<file path="src/rtl/cn_min_seq_if.sv">
// cn_min_seq_if -- streaming bus of the sequential check-node min/submin unit.
//
// Signals
//   in_valid    : producer has a magnitude on in_data
//   in_ready    : unit accepts in_data this cycle
//   in_data     : unsigned magnitude, WIDTH bits
//   out_valid   : row result is available
//   out_ready   : consumer accepts the row result this cycle
//   out_min     : row minimum
//   out_submin  : row second minimum
//   out_min_idx : row position of out_min
//   out_row_cnt : completed row handshakes, mod 256
//
// Modports
//   master : producer/consumer side (testbench or upstream/downstream logic)
//   slave  : the cn_min_seq unit
interface cn_min_seq_if #(
  parameter int WIDTH = 8,
  parameter int IDX_W = 5
);
  logic             in_valid;
  logic             in_ready;
  logic [WIDTH-1:0] in_data;
  logic             out_valid;
  logic             out_ready;
  logic [WIDTH-1:0] out_min;
  logic [WIDTH-1:0] out_submin;
  logic [IDX_W-1:0] out_min_idx;
  logic [7:0]       out_row_cnt;

  modport master (
    output in_valid, in_data, out_ready,
    input  in_ready, out_valid, out_min, out_submin, out_min_idx, out_row_cnt
  );

  modport slave (
    input  in_valid, in_data, out_ready,
    output in_ready, out_valid, out_min, out_submin, out_min_idx, out_row_cnt
  );
endinterface

</file>
<file path="src/rtl/cn_min_seq.sv">
// cn_min_seq -- sequential check-node min/submin unit.
//
// One magnitude per accepted beat is folded into a running (min, submin,
// min_idx) triple through a single 3-input comparator. After ROW_LEN beats
// the result is held until the consumer takes it; a new row may start in the
// same cycle the previous result is taken, so rows stream without bubbles.
//
// Ports
//   clk   : rising-edge clock
//   rst   : synchronous active-high reset (highest priority)
//   flush : synchronous abort of the partial row / pending result
//   bus   : cn_min_seq_if.slave (input beat stream and row result stream)
module cn_min_seq #(
  parameter int WIDTH   = 8,
  parameter int ROW_LEN = 24,
  parameter int IDX_W   = 5
) (
  input  logic        clk,
  input  logic        rst,
  input  logic        flush,
  cn_min_seq_if.slave bus
);

  // One extra bit so the beat count can reach ROW_LEN even when ROW_LEN == 2^IDX_W.
  localparam int CNT_W = IDX_W + 1;
  localparam logic [CNT_W-1:0] LAST_BEAT = CNT_W'(ROW_LEN - 1);

  typedef enum logic [1:0] {
    ST_IDLE  = 2'd0,
    ST_ACCUM = 2'd1,
    ST_HOLD  = 2'd2
  } state_t;

  typedef struct packed {
    logic             take_idx;
    logic [WIDTH-1:0] min;
    logic [WIDTH-1:0] sub;
  } cmp_t;

  // 3-input min/submin comparator: in_1 = running min, in_2 = running submin,
  // in_3 = new magnitude. Only a strictly smaller value moves the min index;
  // a tie with the min lands in submin.
  function automatic cmp_t cmp3(input logic [WIDTH-1:0] in_1,
                                input logic [WIDTH-1:0] in_2,
                                input logic [WIDTH-1:0] in_3);
    cmp_t r;
    if (in_3 < in_1) begin
      r.take_idx = 1'b1;
      r.min      = in_3;
      r.sub      = in_1;
    end else if (in_3 < in_2) begin
      r.take_idx = 1'b0;
      r.min      = in_1;
      r.sub      = in_3;
    end else begin
      r.take_idx = 1'b0;
      r.min      = in_1;
      r.sub      = in_2;
    end
    return r;
  endfunction

  state_t           state_r;
  state_t           state_next_s;
  logic [WIDTH-1:0] min_r;
  logic [WIDTH-1:0] submin_r;
  logic [IDX_W-1:0] idx_r;
  logic [CNT_W-1:0] beat_cnt_r;
  logic [7:0]       row_cnt_r;
  logic             in_ready_s;
  logic             out_valid_s;
  logic             in_fire_s;
  logic             out_fire_s;
  logic             last_beat_s;
  cmp_t             cmp_s;

  // Handshake qualifiers; flush blocks the result handshake and in_ready_s
  // already carries the rst/flush gating for the input side.
  assign in_fire_s   = bus.in_valid && in_ready_s;
  assign out_fire_s  = out_valid_s && bus.out_ready && !flush;
  assign last_beat_s = (beat_cnt_r == LAST_BEAT);

  // Comparator instance fed by the running state and the incoming beat.
  always_comb begin
    cmp_s = cmp3(min_r, submin_r, bus.in_data);
  end

  // State register.
  always_ff @(posedge clk) begin
    if (rst) begin
      state_r <= ST_IDLE;
    end else begin
      state_r <= state_next_s;
    end
  end

  // Next-state logic; flush overrides every handshake.
  always_comb begin
    state_next_s = state_r;
    if (flush) begin
      state_next_s = ST_IDLE;
    end else begin
      case (state_r)
        ST_IDLE: begin
          if (in_fire_s) begin
            state_next_s = ST_ACCUM;
          end else begin
            state_next_s = ST_IDLE;
          end
        end
        ST_ACCUM: begin
          if (in_fire_s && last_beat_s) begin
            state_next_s = ST_HOLD;
          end else begin
            state_next_s = ST_ACCUM;
          end
        end
        ST_HOLD: begin
          // An input beat in HOLD implies out_ready, so it always coincides
          // with the result handshake and opens the next row.
          if (out_fire_s && in_fire_s) begin
            state_next_s = ST_ACCUM;
          end else if (out_fire_s) begin
            state_next_s = ST_IDLE;
          end else begin
            state_next_s = ST_HOLD;
          end
        end
        default: begin
          state_next_s = ST_IDLE;
        end
      endcase
    end
  end

  // Output decode: in_ready follows out_ready in HOLD so a new row can start
  // in the same cycle the result leaves.
  always_comb begin
    in_ready_s  = 1'b0;
    out_valid_s = 1'b0;
    if (rst) begin
      in_ready_s  = 1'b0;
      out_valid_s = 1'b0;
    end else begin
      case (state_r)
        ST_IDLE: begin
          in_ready_s  = !flush;
          out_valid_s = 1'b0;
        end
        ST_ACCUM: begin
          in_ready_s  = !flush;
          out_valid_s = 1'b0;
        end
        ST_HOLD: begin
          in_ready_s  = bus.out_ready && !flush;
          out_valid_s = 1'b1;
        end
        default: begin
          in_ready_s  = 1'b0;
          out_valid_s = 1'b0;
        end
      endcase
    end
  end

  // Running min/submin/index and beat position; only an accepted beat loads
  // them, so an undriven in_data never reaches the state.
  always_ff @(posedge clk) begin
    if (rst) begin
      min_r      <= {WIDTH{1'b0}};
      submin_r   <= {WIDTH{1'b0}};
      idx_r      <= {IDX_W{1'b0}};
      beat_cnt_r <= {CNT_W{1'b0}};
    end else if (flush) begin
      beat_cnt_r <= {CNT_W{1'b0}};
    end else if (in_fire_s) begin
      if (state_r == ST_ACCUM) begin
        min_r      <= cmp_s.min;
        submin_r   <= cmp_s.sub;
        if (cmp_s.take_idx) begin
          idx_r <= beat_cnt_r[IDX_W-1:0];
        end
        beat_cnt_r <= beat_cnt_r + CNT_W'(1);
      end else begin
        // First beat of a row, from IDLE or straight out of HOLD.
        min_r      <= bus.in_data;
        submin_r   <= {WIDTH{1'b1}};
        idx_r      <= {IDX_W{1'b0}};
        beat_cnt_r <= CNT_W'(1);
      end
    end
  end

  // Completed-row counter, wraps naturally at 256.
  always_ff @(posedge clk) begin
    if (rst) begin
      row_cnt_r <= 8'd0;
    end else if (out_fire_s) begin
      row_cnt_r <= row_cnt_r + 8'd1;
    end
  end

  assign bus.in_ready    = in_ready_s;
  assign bus.out_valid   = out_valid_s;
  assign bus.out_min     = min_r;
  assign bus.out_submin  = submin_r;
  assign bus.out_min_idx = idx_r;
  assign bus.out_row_cnt = row_cnt_r;

endmodule

</file>
<file path="src/flat_wrapper.sv">
// flat-port wrapper written by rule: the top's interface ports become plain ports
module cn_min_seq_flat 
#(
  parameter int WIDTH   = 8,
  parameter int ROW_LEN = 24,
  parameter int IDX_W   = 5
)
  (clk, rst, flush, bus_in_valid, bus_in_data, bus_out_ready, bus_in_ready, bus_out_valid, bus_out_min, bus_out_submin, bus_out_min_idx, bus_out_row_cnt);
  cn_min_seq_if #(.WIDTH(WIDTH), .IDX_W(IDX_W)) bus_i ();
  input  logic clk;
  input  logic rst;
  input  logic flush;
  input wire logic [$bits(bus_i.in_valid)-1:0] bus_in_valid;
  input wire logic [$bits(bus_i.in_data)-1:0] bus_in_data;
  input wire logic [$bits(bus_i.out_ready)-1:0] bus_out_ready;
  output wire logic [$bits(bus_i.in_ready)-1:0] bus_in_ready;
  output wire logic [$bits(bus_i.out_valid)-1:0] bus_out_valid;
  output wire logic [$bits(bus_i.out_min)-1:0] bus_out_min;
  output wire logic [$bits(bus_i.out_submin)-1:0] bus_out_submin;
  output wire logic [$bits(bus_i.out_min_idx)-1:0] bus_out_min_idx;
  output wire logic [$bits(bus_i.out_row_cnt)-1:0] bus_out_row_cnt;
  assign bus_i.in_valid = bus_in_valid;
  assign bus_i.in_data = bus_in_data;
  assign bus_i.out_ready = bus_out_ready;
  assign bus_in_ready = bus_i.in_ready;
  assign bus_out_valid = bus_i.out_valid;
  assign bus_out_min = bus_i.out_min;
  assign bus_out_submin = bus_i.out_submin;
  assign bus_out_min_idx = bus_i.out_min_idx;
  assign bus_out_row_cnt = bus_i.out_row_cnt;
  cn_min_seq #(.WIDTH(WIDTH), .ROW_LEN(ROW_LEN), .IDX_W(IDX_W)) u_core (.clk(clk), .rst(rst), .flush(flush), .bus(bus_i));
endmodule
</file>
<file path="config.mk">
export PLATFORM = sky130hd
export DESIGN_NAME = cn_min_seq_flat
export DESIGN_NICKNAME = d
export VERILOG_FILES = /design/src/rtl/cn_min_seq_if.sv /design/src/rtl/cn_min_seq.sv /design/src/flat_wrapper.sv
export SDC_FILE = /design/constraint.sdc
export NUM_CORES = 1
export LEC_CHECK = 0
export CAP_MARGIN = 20
export CORE_ASPECT_RATIO = 1.5
export CORE_MARGIN = 8
export CORE_UTILIZATION = 50
export DETAILED_ROUTE_END_ITERATION = 8
export PLACE_DENSITY = 0.89
export SLEW_MARGIN = 25
export SYNTH_ARGS = -nofsm -noshare
export SYNTH_HDL_FRONTEND = slang
export SYNTH_SLANG_ARGS = --single-unit
</file>
<file path="constraint.sdc">
create_clock -name clk -period 2.75 [get_ports clk]
set_input_delay 0.6875 -clock clk [delete_from_list [all_inputs] [get_ports clk]]
set_output_delay 0.6875 -clock clk [all_outputs]
set_load 0.02 [all_outputs]
</file>
# [After elaboration in Yosys (flattened, before gate mapping)]
# Index checks and enable logic that the tools add are counted.
[classes] addsub=2 multipliers=0 div=0 n_lt_le_gt_ge=2 n_eq_ne=6 shifts=0 muxes=16 bitwise=1 n_reduce_logical=13
[ops] cell="8-bit 2-to-1 mux" count=3
[ops] cell="17-bit 2-to-1 mux" count=1
[ops] cell="8-bit less-than comparator" count=2
[ops] cell="5-bit 2-to-1 mux" count=2
[ops] cell="3-bit AND reduction" count=3
[ops] cell="8-bit by 1-bit adder with 8-bit output (second input constant)" count=1
[ops] cell="6-bit by 1-bit adder with 6-bit output (second input constant)" count=1
[ops] cell="6-bit by 5-bit == test with 1-bit output (second input constant)" count=1
[ops] cell="1-bit logical AND" count=6
[ops] cell="2-bit 2-to-1 mux" count=3
[ops] cell="6-bit 2-to-1 mux" count=1
[ops] cell="2-bit one-hot mux with 3 select lines" count=1
[ops] cell="1-bit 2-to-1 mux" count=4
[ops] cell="2-bit by 1-bit inequality test with 1-bit output (second input constant)" count=2
[ops] cell="2-bit OR reduction" count=2
[ops] cell="3-bit by 1-bit inequality test with 1-bit output (second input constant)" count=1
[ops] cell="2-bit by 1-bit == test with 1-bit output (second input constant)" count=1
[ops] cell="2-bit == test (second input constant)" count=1
[ops] cell="2-bit logical NOT" count=1
[ops] cell="1-bit one-hot mux with 2 select lines" count=1
[ops] cell="1-bit logical NOT" count=1
[ops] cell="1-bit inverter" count=1
[totals] ff_bits=37 latch_bits=0 ramBits=0 rom_bits=0 inputBits=13 out_inout_bits=31 elab_cells=46 n_memories=0

# [Logic depth before layout (Yosys ltp)]
[logic_depth] word_depth=8 mapped_depth=8 depth_no_buf=7

# [Least setup slack after synthesis]
# Ideal clock, no wire load.
[synth_path] path_type="in2reg" startpoint="input bus_in_data[1]" endpoint="register u_core.submin_r[0] (netlist: u_core.bus.out_submin[0])" setup_time_ps=119 arrival_time_ps=2231 t_required_ps=2631 slack_ps=400 path_stages=7 n_path_buf=1 cell_sequence="ha_1 -> or4_1 -> a21oi_1 -> o31ai_1 -> or3_1 -> buf_2 -> o221a_1"
[synth_via] elab_chain_cells=3 word_cells_on_any_way=6 classes_between="order compare: 2; eq/ne: 1; mux: 2; reduce/logical: 1"
[synth_rtl] element="from (decl)" line_no="flat_wrapper.sv:14" rtl="input wire logic [$bits(bus_i.in_data)-1:0] bus_in_data;"
[synth_rtl] element="8-bit less-than comparator, on equally long branches" line_no="cn_min_seq.sv:51, cn_min_seq.sv:47"
[synth_rtl] element="3-bit by 1-bit inequality test with 1-bit output (no source line) or 17-bit 2-to-1 mux (tied branches)"
[synth_rtl] element="3-bit AND reduction (no source line) or 8-bit 2-to-1 mux (tied branches)"
[synth_rtl] element="to (signal assigned)" line_no="cn_min_seq.sv:171" rtl="submin_r <= {WIDTH{1'b0}};"
[synth_rtl] element="to (signal assigned)" line_no="cn_min_seq.sv:179" rtl="submin_r <= cmp_s.sub;"
[synth_rtl] element="to (signal assigned)" line_no="cn_min_seq.sv:187" rtl="submin_r <= {WIDTH{1'b1}};"
[synth_rtl] element="to (decl)" line_no="cn_min_seq.sv:66" rtl="logic [WIDTH-1:0] submin_r;"
# Several ways; a longest one is shown, not always the timed one. The select of a mux whose other input is x is not followed.
# A chain may end at the register's enable or synchronous reset.

# [Worst setup path in the final report]
[layout_path] startpoint="input bus_in_data[2]" endpoint="register u_core.submin_r[7] (netlist: u_core.bus.out_submin[7])"
# Same word-level chain as after synthesis.

==> results.json <==
{
  "maxClockFrequency_mhz": 373,
  "grt-ovfl-total": 0,
  "detailroute.via_count": 2007,
  "fin_ws_ns": 0.0710,
  "routed_wl_um": 5740,
  "grt_antenna_before_repair": 0,
  "boundaryPins": 44,
  "fin_setup_tns_ns": 0,
  "place.gp.congestion": 0.875,
  "regToRegStartpoint": "u_core.bus.out_submin[1]",
  "worst_hold_path.num_cells": 2,
  "grt_max_degree": 30,
  "syn_area_per_cell_um2": 8.61,
  "floorplan.die_area_mm2": 0.00636,
  "total_power_mw": 1.25,
  "result_of_the_run": "completed",
  "syn-cell-area_mm2": 0.00202,
  "relSlewSlack_pct": 42.8,
  "remaining_drc_errors": 0,
  "setup_crit_end_kind": "flop",
  "cts.sink_count": 37,
  "placedInstanceArea_mm2": 0.00263,
  "synth-seq-area-share_pct": 36.7,
  "post-route-period-util_pct": 97.4,
  "regToRegSetupSlack_ns": 0.54,
  "share_of_the_synthesized_area_in_the_top_cell_type_pct": 36.7,
  "placementRows": 28,
  "synth_seq_cells": 37,
  "worstPathArrival_ns": 2.88,
  "report.final.setup_viol": 0,
  "ys_types": 32,
  "dr.pass1.iters": 4,
  "core_area_mm2": 0.00392,
  "synthToLayoutAreaGrowth_pct": 37.2,
  "timing.critical_path.fanout_max": 8,
  "global_route.usage.total_pct": 18.4,
  "clkLatencyLatePin_ns": 0.31,
  "fillerInstances": 310,
  "cell_area_after_layout_mm2": 0.00277,
  "detail_route.iter0.violations": 129,
  "cts_root_cell": "sky130_fd_sc_hd__clkbuf_8",
  "layout.cells.most_common": "sky130_fd_sc_hd__clkdlybuf4s50_1",
  "clk_transition_reported_paths_ns": 0.09,
  "synth-warning-count": 0,
  "cts_post_setup_buffers_inserted": 0,
  "timing.critical_path.from_type": "primary input",
  "detail-route-antenna-nets": 0,
  "dp_hpwl_um": 4100,
  "hold-worst-slack_ns": 0.476,
  "r2r_endpoint": "u_core.bus.out_submin[7]",
  "htreeDepth": 2,
  "tritoncts_clock_tree": "done",
  "detail_route.wl_per_cell_um": 16.9,
  "multiInputGateArea_mm2": 0.00118,
  "final.setup_skew_ns": 0.0183,
  "crit_required_ns": 2.95,
  "total_leakage_power_nw": 1.01,
  "max_cap_violations": 0,
  "hp_class": "flop to flop",
  "design.final.nets": 323,
  "timing.final.max_slew_violations": 0,
  "numPortBuffers": 43,
  "tightest_pin_transition_ns": 0.855,
  "final.min_clock_period_ns": 2.68,
  "pre_cts_slack_ns": -0.337,
  "yosysTopAreaCell": "sky130_fd_sc_hd__dfxtp_1",
  "cts_buffers": 5,
  "die-height_um": 93.8,
  "power.density_mw_per_mm2": 452,
  "grt_pass1_wl_um": 9230,
  "antenna_cells": 0,
  "netlist_instances": 234,
  "syn_nets": 263,
  "min_to": "u_core.bus.out_min_idx[2]",
  "mostFrequentLayoutCells": "sky130_fd_sc_hd__clkdlybuf4s50_1, sky130_fd_sc_hd__dfxtp_1, sky130_fd_sc_hd__a21oi_1",
  "hold_path_startpoint": "u_core.bus.out_min_idx[2]",
  "die_x_um": 67.8,
  "number_of_global_route_vias_before_repair": 2082,
  "criticalPathCategory": "primary input to flop",
  "ff2ff_path_depth": 7,
  "final-seq-area_um2": 741,
  "initial_core_util_pct": 51.4,
  "hold_viol_final": 0,
  "setup_repair_after_global_routing_missed_its_margin": "false",
  "netlist_top_cells_area": "sky130_fd_sc_hd__dfxtp_1, sky130_fd_sc_hd__ha_1, sky130_fd_sc_hd__a21oi_1",
  "largest_buffer_count_on_any_clock_path": 2,
  "power.ir.vdd_worst_uv": 504,
  "route.detailed.vias_per_inst": 5.90,
  "drive_gt1_share_pct": 13.2
}
==> layer usage <==
layer	vias to the layer above	share of wire (%)	global-route usage [%]
met4	0	3.1	10.5
li1	982	-	-
met5	-	0	0
met2	65	54	33.1
met3	16	4.5	4.66
met1	944	39	18.0
==> through the flow <==
step / util (%) / cells
finish: 70.5 / 340
global route: 70.5 / 340
CTS: 70.2 / 340
detailed placement: 67.1 / 332
global placement: 66.9 / 332
floorplan: - / 234
==> report_power, final <==
group	internal [mW]	switching, mW
logic	0.0938	0.104
registers	0.546	0.0101
clock network	0.272	0.223
==> cell type report <==
cell class	count	area share [%]
multi-input cells	167	42.7
flip-flops and latches	37	26.8
repair buffers	68	22.3
clock buffers	5	2.49
inverters	15	2.04
well taps	45	2.04
clock inverters	3	1.67
==> sequential cells by signal (all words and copies together), names as in the netlist <==
register                cells
u_core.state_r              2
u_core.beat_cnt_r           6
u_core.bus.out_min_idx      5
u_core.bus.out_min          8
u_core.bus.out_submin       8
u_core.bus.out_row_cnt      8
==> synthesized netlist by cell type <==
cell and n:
sky130_fd_sc_hd__nand2_1 8, sky130_fd_sc_hd__nand4_1 12, sky130_fd_sc_hd__and3_1 2, sky130_fd_sc_hd__nand3_1 4
sky130_fd_sc_hd__a21o_1 1, sky130_fd_sc_hd__or2_2 1, sky130_fd_sc_hd__clkbuf_1 8, sky130_fd_sc_hd__o31ai_1 15
sky130_fd_sc_hd__o21a_1 3, sky130_fd_sc_hd__nand2b_1 5, sky130_fd_sc_hd__nor4bb_1 1, sky130_fd_sc_hd__xnor2_1 1
sky130_fd_sc_hd__a311oi_1 1, sky130_fd_sc_hd__o221a_1 8, sky130_fd_sc_hd__o31a_1 1, sky130_fd_sc_hd__nor2_1 22
sky130_fd_sc_hd__o21ai_0 5, sky130_fd_sc_hd__ha_1 16, sky130_fd_sc_hd__o211ai_1 8, sky130_fd_sc_hd__buf_2 7
sky130_fd_sc_hd__a211oi_2 1, sky130_fd_sc_hd__or4_1 1, sky130_fd_sc_hd__nor2b_1 3, sky130_fd_sc_hd__a31oi_2 1
sky130_fd_sc_hd__mux2i_1 1, sky130_fd_sc_hd__a2111oi_2 1, sky130_fd_sc_hd__or3_1 5, sky130_fd_sc_hd__xor2_1 7
sky130_fd_sc_hd__dfxtp_1 37, sky130_fd_sc_hd__inv_1 15, sky130_fd_sc_hd__nor4_2 1, sky130_fd_sc_hd__a21oi_1 32
==> critical path: stages <==
cell,delay (ns)
sky130_fd_sc_hd__clkdlybuf4s50_1,0.47
sky130_fd_sc_hd__ha_1,0.23
sky130_fd_sc_hd__or4_1,0.50
sky130_fd_sc_hd__a21oi_1,0.17
sky130_fd_sc_hd__o31ai_1,0.14
sky130_fd_sc_hd__or3_4,0.41
sky130_fd_sc_hd__o221a_1,0.27
==> cells by family (layout without fill, tap and decap cells) <==
logic type	after synthesis	count (layout)	synth area share, %
AO/OA/AOI/OAI	77	77	26.6
XOR/XNOR	8	8	3.48
adder cells (fa/ha/maj)	16	16	9.93
buffers and inverters	30	91	6.02
flip-flops	37	37	36.7
multiplexers	1	1	0.497
AND/OR/NAND/NOR	65	65	16.8
==> worst max-delay path by stage <==
stage | startpoint | end | slack [ns] | cells past startpoint
after floorplan | bus_in_data[1] | u_core.bus.out_submin[0] | 0.40 | 7
after global placement | bus_in_data[2] | u_core.bus.out_submin[2] | -0.34 | 7
after detailed placement | bus_in_data[2] | u_core.bus.out_submin[3] | -0.34 | 7
after CTS | bus_in_data[1] | u_core.bus.out_min_idx[1] | 0.06 | 8
after global routing | bus_in_data[7] | u_core.bus.out_min[6] | 0.007 | 8
final | bus_in_data[2] | u_core.bus.out_submin[7] | 0.07 | 7
==> repair_timing <==
| item | in CTS | in global routing |
|---|---|---|
| gates resized for setup | 2 | 1 |
| setup endpoints to repair | 9 | 13 |
| hold buffers | 0 | 0 |
Note: power is estimated with default switching activity, not from simulation.
